--- src/rtl/serial_bus_arbiter_if.sv ---
// Handshake and status signals between the two bus initiators, the split
// target and the serial bus arbiter.
interface serial_bus_arbiter_if;
  logic req0;
  logic req1;
  logic target_split;
  logic split_ready;
  logic grant0;
  logic grant1;
  logic bus_owner;
  logic bus_busy;
  logic split_pending;
  logic split_owner;
  logic timeout;

  // Arbiter side
  modport slave (
    input  req0, req1, target_split, split_ready,
    output grant0, grant1, bus_owner, bus_busy, split_pending, split_owner, timeout
  );

  // Initiator / target side
  modport master (
    output req0, req1, target_split, split_ready,
    input  grant0, grant1, bus_owner, bus_busy, split_pending, split_owner, timeout
  );
endinterface

--- src/rtl/serial_bus_arbiter.sv ---
// Two-initiator arbiter for the shared serial bus. Initiator 0 has fixed
// priority. An initiator whose target answers with a split is parked until the
// target reports ready, and is then regranted ahead of everyone. A hold
// watchdog revokes a grant that is held too long and locks that initiator out
// until it drops its request once.
module serial_bus_arbiter #(
  parameter int MAX_HOLD = 64
) (
  input  logic                clk,
  input  logic                rst_n,
  serial_bus_arbiter_if.slave bus
);
  localparam int CW = $clog2(MAX_HOLD + 1);

  typedef enum logic [1:0] {IDLE, GNT0, GNT1} state_t;

  state_t        state;
  logic [CW-1:0] hold_cnt;
  logic          pend;
  logic          owner;
  logic          resume;
  logic          timeout_q;
  logic [1:0]    lock;

  logic [1:0]    req;
  logic [1:0]    eff;
  logic          cur;
  logic          hold_last;

  assign req       = {bus.req1, bus.req0};
  assign cur       = (state == GNT1);
  assign hold_last = (hold_cnt == CW'(MAX_HOLD - 1));

  // A parked initiator is invisible until its target is ready; a timed-out
  // initiator is invisible until it has released its request once.
  assign eff[0] = req[0] & ~lock[0] & ~(pend & ~owner & ~resume);
  assign eff[1] = req[1] & ~lock[1] & ~(pend &  owner & ~resume);

  // Arbitration FSM plus split, resume, lock and hold-counter bookkeeping.
  always_ff @(posedge clk or negedge rst_n) begin
    if (!rst_n) begin
      state     <= IDLE;
      hold_cnt  <= '0;
      pend      <= 1'b0;
      owner     <= 1'b0;
      resume    <= 1'b0;
      timeout_q <= 1'b0;
      lock      <= 2'b00;
    end else begin
      timeout_q <= 1'b0;
      if (bus.split_ready && pend) resume <= 1'b1;
      if (!req[0]) lock[0] <= 1'b0;
      if (!req[1]) lock[1] <= 1'b0;
      case (state)
        IDLE: begin
          // Counter is held at zero here so every grant starts from zero.
          hold_cnt <= '0;
          if (pend && resume && eff[owner]) begin
            state  <= owner ? GNT1 : GNT0;
            pend   <= 1'b0;
            resume <= 1'b0;
          end else if (eff[0]) begin
            state <= GNT0;
          end else if (eff[1]) begin
            state <= GNT1;
          end
        end
        GNT0, GNT1: begin
          if (hold_cnt != CW'(MAX_HOLD)) hold_cnt <= hold_cnt + 1'b1;
          if (bus.target_split && !pend) begin
            // A second split while one is parked is ignored (only one slot).
            owner  <= cur;
            pend   <= 1'b1;
            resume <= 1'b0;
            state  <= IDLE;
          end else if (!req[cur]) begin
            state <= IDLE;
          end else if (hold_last) begin
            state     <= IDLE;
            timeout_q <= 1'b1;
            lock[cur] <= 1'b1;
          end
        end
        default: state <= IDLE;
      endcase
    end
  end

  assign bus.grant0        = (state == GNT0);
  assign bus.grant1        = (state == GNT1);
  assign bus.bus_owner     = (state == GNT1);
  assign bus.bus_busy      = (state != IDLE);
  assign bus.split_pending = pend;
  assign bus.split_owner   = owner;
  assign bus.timeout       = timeout_q;
endmodule

--- src/flat_wrapper.sv ---
// flat-port wrapper written by rule: the top's interface ports become plain ports
module serial_bus_arbiter_flat 
#(
  parameter int MAX_HOLD = 64
)
  (clk, rst_n, bus_req0, bus_req1, bus_target_split, bus_split_ready, bus_grant0, bus_grant1, bus_bus_owner, bus_bus_busy, bus_split_pending, bus_split_owner, bus_timeout);
  serial_bus_arbiter_if bus_i ();
  input  logic clk;
  input  logic rst_n;
  input wire logic [$bits(bus_i.req0)-1:0] bus_req0;
  input wire logic [$bits(bus_i.req1)-1:0] bus_req1;
  input wire logic [$bits(bus_i.target_split)-1:0] bus_target_split;
  input wire logic [$bits(bus_i.split_ready)-1:0] bus_split_ready;
  output wire logic [$bits(bus_i.grant0)-1:0] bus_grant0;
  output wire logic [$bits(bus_i.grant1)-1:0] bus_grant1;
  output wire logic [$bits(bus_i.bus_owner)-1:0] bus_bus_owner;
  output wire logic [$bits(bus_i.bus_busy)-1:0] bus_bus_busy;
  output wire logic [$bits(bus_i.split_pending)-1:0] bus_split_pending;
  output wire logic [$bits(bus_i.split_owner)-1:0] bus_split_owner;
  output wire logic [$bits(bus_i.timeout)-1:0] bus_timeout;
  assign bus_i.req0 = bus_req0;
  assign bus_i.req1 = bus_req1;
  assign bus_i.target_split = bus_target_split;
  assign bus_i.split_ready = bus_split_ready;
  assign bus_grant0 = bus_i.grant0;
  assign bus_grant1 = bus_i.grant1;
  assign bus_bus_owner = bus_i.bus_owner;
  assign bus_bus_busy = bus_i.bus_busy;
  assign bus_split_pending = bus_i.split_pending;
  assign bus_split_owner = bus_i.split_owner;
  assign bus_timeout = bus_i.timeout;
  serial_bus_arbiter #(.MAX_HOLD(MAX_HOLD)) u_core (.clk(clk), .rst_n(rst_n), .bus(bus_i));
endmodule
--- config.mk ---
export PLATFORM = sky130hd
export DESIGN_NAME = serial_bus_arbiter_flat
export DESIGN_NICKNAME = d
export VERILOG_FILES = /design/src/rtl/serial_bus_arbiter_if.sv /design/src/rtl/serial_bus_arbiter.sv /design/src/flat_wrapper.sv
export SDC_FILE = /design/constraint.sdc
export NUM_CORES = 1
export LEC_CHECK = 0
export CAP_MARGIN = 20
export CORE_ASPECT_RATIO = 1.2
export CORE_MARGIN = 2
export CORE_UTILIZATION = 50
export CTS_CLUSTER_DIAMETER = 120
export DETAILED_ROUTE_END_ITERATION = 8
export PLACE_DENSITY = 0.73
export RECOVER_POWER = 50
export SLEW_MARGIN = 20
export SYNTH_ARGS = -nofsm -noshare
export SYNTH_HDL_FRONTEND = slang
export SYNTH_SLANG_ARGS = --single-unit
--- constraint.sdc ---
create_clock -name clk -period 2.4 [get_ports clk]
set_input_delay 0.36 -clock clk [delete_from_list [all_inputs] [get_ports clk]]
set_output_delay 0.36 -clock clk [all_outputs]
set_load 0.03 [all_outputs]
# Yosys cells after proc, flatten, opt, wreduce, memory -nomap -nowiden
# Cells that the tools add are included.
# totals
ff_bits,15
latch_bits,0
ram_bits,0
romBits,0
inputBits,6
out_inout_bits,7
wordCells,82
mem_count,0
# op_classes
addsub,1
n_mul,0
div_mod_pow,0
n_lt_le_gt_ge,3
eq_ne,9
shifts,0
muxes,33
n_bitwise,15
reduce_logical,14
# op_table
op,count
2-bit two-way mux,11
1-bit two-way mux,16
7-bit case mux with 2 select lines,1
1-bit AND,8
7-bit by 1-bit adder with 7-bit output (second input constant),1
7-bit by 6-bit equality test with 1-bit output (second input constant),1
7-bit two-way mux,1
7-bit != test (second input constant),1
2-bit by 1-bit != test with 1-bit output (second input constant),3
1-bit NOT,6
2-bit AND reduction,3
1-bit logical AND,5
1-bit by 2-bit < comparator with 1-bit output (second input constant),2
4-bit by 1-bit != test with 1-bit output (second input constant),1
4-bit by 2-bit != test with 1-bit output (second input constant),1
1-bit case mux with 2 select lines,2
2-bit case mux with 2 select lines,1
2-bit nonzero test,2
3-bit AND reduction,1
2-bit by 1-bit equality test with 1-bit output (second input constant),1
2-bit equality test (second input constant),1
2-bit logical NOT,1
2-bit bitwise OR,1
2-bit OR reduction,1
other kinds (3),3

# Depth between registers and ports, before layout
# depth
ltp_word,10
mapped_depth,7
mapped_depth_nobuf,6

# Worst setup path after synthesis
# OpenSTA, ideal clock, no wires.
# synth_timing
kind,register to register
start,register u_core.state[0]
end,register u_core.state[1]
setup_ns,0.124
arrival_ns,1.696
required_ns,2.276
setup_slack_ns,0.580
stages_incl_launch_ff,7
n_path_buf,0
synth_period_minus_slack_ns,1.820
path_cell_list,dfrtp_1 inv_1 ha_1 mux2_2 and3_1 a32oi_1 o2bb2ai_1
# synth_via
elab_chain_cells,6
word_cells_on_any_way,12
classes_between,4 x eq/ne; 5 x mux; 3 x reduce/logical
# synth_rtl
element,line,rtl
start: declaration,serial_bus_arbiter.sv:17,state_t state;
start signal: assignment,serial_bus_arbiter.sv:59,state <= owner ? GNT1 : GNT0;
2-bit equality test *,--,
net bus_bus_owner,flat_wrapper.sv:16,output wire logic [$bits(bus_i.bus_owner)-1:0] bus_bus_owner;
1-bit two-way mux (implied by the code) (2 in a row),serial_bus_arbiter.sv:76,end else if (!req[cur]) begin
2-bit two-way mux,serial_bus_arbiter.sv:76,
2-bit two-way mux,serial_bus_arbiter.sv:70,if (bus.target_split && !pend) begin
2-bit case mux with 2 select lines,serial_bus_arbiter.sv:54,case (state)
# Mark *: on every way through the listed nets, which the timed path passes. The rest lies on a longest branch. The select of a mux whose other input is x is not followed.
# A chain may end at the register's enable or synchronous reset.

# Final worst setup path
# layout_timing
start,register u_core.state[0]
end,output port bus_grant1
# layout_via
elab_chain_cells,1
# layout_rtl
element,line,rtl
2-bit equality test,serial_bus_arbiter.sv:90,assign bus.grant1 = (state == GNT1);
end: declaration,flat_wrapper.sv:15,output wire logic [$bits(bus_i.grant1)-1:0] bus_grant1;
# Every way passes these cells.

==> results.cfg <==
[global_routing]
grt_max_degree = 16
grt_usage_pct = 18.9
grt-ovfl-total = 0
grt_pass1_wl_um = 3110
antenna_found_initial = 0
grt_pass1_vias = 740

[finish]
drive_above_1_share_pct = 10.1
n_antenna_cell = 0
synthToLayoutAreaGrowth_pct = 16.2
stdcell_area_um2 = 1090
final_common_cell = dfrtp_1
layout.cells.most_common_list = dfrtp_1 (15), clkdlybuf4s50_1 (10), inv_1 (9)
nNetsFinal = 122

[setup_path]
rrSetupSlack_ns = 0.47
r2r-start = u_core.state[0]
worst-setup-path-type = reg -> out
crit_arrival_ns = 1.84
crit_fanout = 6
r2r_end = u_core.bus.split_owner
start_kind = flop
required_ns = 2.04
crit_path_end_kind = output port
r2r_cells = 5

[pwr]
p_leak_nw = 0.488
p_per_area_nw_per_um2 = 1090
irDropWorstVdd_uv = 499

[clocking]
h-tree-depth = 1
cts_tree = done
numCtsBuffers = 3
clock_sinks = 15
path_clk_slew_ns = 0.10
clockRootBuffer = clkbuf_4
clk_latency_ns = 0.29
cts_buffer_depth = 2

[placed_design]
port_buffers = 12
dp_slack_ns = 0.395
dp_hpwl_um = 1400
place_area_um2 = 1060
gp_congestion = 0.778

[timing]
fmax_ghz = 0.455
setup_viol = 0
setup_tns_ns = 0
setup_slack_ns = 0.202
post-route-period-util_pct = 91.6
finalCriticalPeriod_ns = 2.20
rsz0062_at_grt = false
hold_ws_ns = 0.511
fin_worst_skew_ns = 0.0103
tightest_slew_ns = 0.728
slew_viol_final = 0
max-slew-margin-rel_pct = 51.3
final-hold-violation-count = 0

[worst_hold_path]
holdPathStages = 2
min_to = u_core.lock[0]
hp-start = u_core.lock[0]
min_path_type = reg -> reg

[die]
dieArea_um2 = 2230
ioPinCount = 13
die_y_um = 51.4
rows = 17
start_util_pct = 51.7
core-area_um2 = 1810
dieWidth_um = 43.5

[routing]
viasPerCell = 5.94
dr.first_iter.drc_count = 14
routed_wl_um = 1920
drc = 0
vias = 760
dr.pass1.iters = 4
detail-route-antenna-nets = 0
wl_per_cell_um = 15.0

[yosys]
synth-seq-area-share_pct = 40.2
synth_edf_count = 0
synth_compound_area_share_pct = 19.7
syn_inst = 96
yosys.area_share.simple_pct = 18.2
ys_seq_elements = 15
synthXorXnorAreaFrac_pct = 1.87
synth_top_family_by_area = compound AO/OA/AOI/OAI gates
async_flop_share_pct = 100
syn_area_per_cell_um2 = 9.74
ys_warn_count = 0
ys.flop_type = dfrtp_1
syn_nets = 108
muxShareOfSynthArea_pct = 5.62
syn-cell-area_um2 = 935
synthAdderAreaFrac_pct = 8.03
synth_cell_type_count = 41

[run_status]
status = completed

[job]
drv_cap = 0
worst max path at each step:
| stage | from | endpoint | slack (ns) | cells after the start |
|---|---|---|---|---|
| finish | u_core.state[0] | bus_grant1 | 0.20 | 3 |
| CTS | u_core.state[0] | bus_bus_busy | 0.08 | 4 |
| global placement | u_core.state[0] | bus_bus_busy | 0.48 | 4 |
| detailed placement | u_core.state[0] | bus_bus_busy | 0.40 | 4 |
| global route | u_core.state[0] | bus_grant1 | 0.15 | 3 |
| floorplan | u_core.state[0] | u_core.state[1] | 0.58 | 6 |
timing repair:
action	CTS	global route
setup buffers	0	0
resized for setup	0	1
hold endpoints to repair	0	0
endpoints found under the setup margin	0	1
hold buffers	0	0
metal layers:
layer | share of wire, % | track usage, % | up-vias
li1 | - | - | 369
met1 | 43 | 21.3 | 375
met2 | 52 | 34.1 | 12
met3 | 3.4 | 2.47 | 4
met4 | 1.3 | 9.09 | 0
met5 | 0 | 0 | -
cells by family after synthesis:
kind of cell,Yosys count
compound gates,27
xor+xnor,2
fa+ha+maj,6
buf+inv,13
flops,15
mux,5
simple gates,28
through the flow:
step | util, % | std cells | total power [mW]
final | 60.1 | 128 | 1.18
after global routing | 60.1 | 128 | 1.26
after CTS | 59.9 | 128 | 1.19
after detailed placement | 58.4 | 124 | 1.04
after global placement | 58.4 | 124 | 1.02
after floorplan | - | 96 | 0.850
final cells by class:
| type | instances | area (µm²) |
|---|---|---|
| inverter | 10 | 37.5 |
| tap | 19 | 23.8 |
| clock buffer | 3 | 22.5 |
| clock inverter | 1 | 5.00 |
| sequential | 15 | 375 |
| timing repair buffer | 12 | 123 |
| multi-input combinational | 68 | 499 |
| fill | 159 | 722 |
power breakdown:
| part | leakage, nW | switching [mW] | internal [mW] |
|---|---|---|---|
| Combinational | 0.269 | 0.385 | 0.260 |
| Clock | 0.0177 | 0.0902 | 0.0620 |
| Sequential | 0.201 | 0.0721 | 0.311 |
state kept, by name, indices dropped and copies added (netlist names):
name	cells
u_core.bus.split_pending	1
u_core.resume	1
u_core.state	2
u_core.bus.split_owner	1
u_core.hold_cnt	7
u_core.bus.timeout	1
u_core.lock	2
Yosys cell counts (2+ instances only):
library cell,count,share of area (%)
nand2b_1,2,1.3
and3_1,2,1.3
a31oi_1,2,1.3
ha_1,6,8.0
nor2_1,3,1.2
mux2i_1,3,3.2
a21oi_1,7,3.7
and2b_1,2,1.6
nand3_1,4,2.1
dfrtp_1,15,40
mux2_2,2,2.4
inv_1,9,3.6
o211ai_1,2,1.6
o22ai_1,2,1.3
nor3_1,2,1.1
a31o_2,2,1.9
o21ai_1,2,1.1
o31ai_1,2,1.6
nand2_1,5,2.0
critical path: stages (launching register included):
cell and delay (ns):
dfrtp_1 0.45, inv_1 0.10, ha_1 0.28, clkdlybuf4s50_1 0.71
Note: power is estimated with default switching activity, not from simulation.
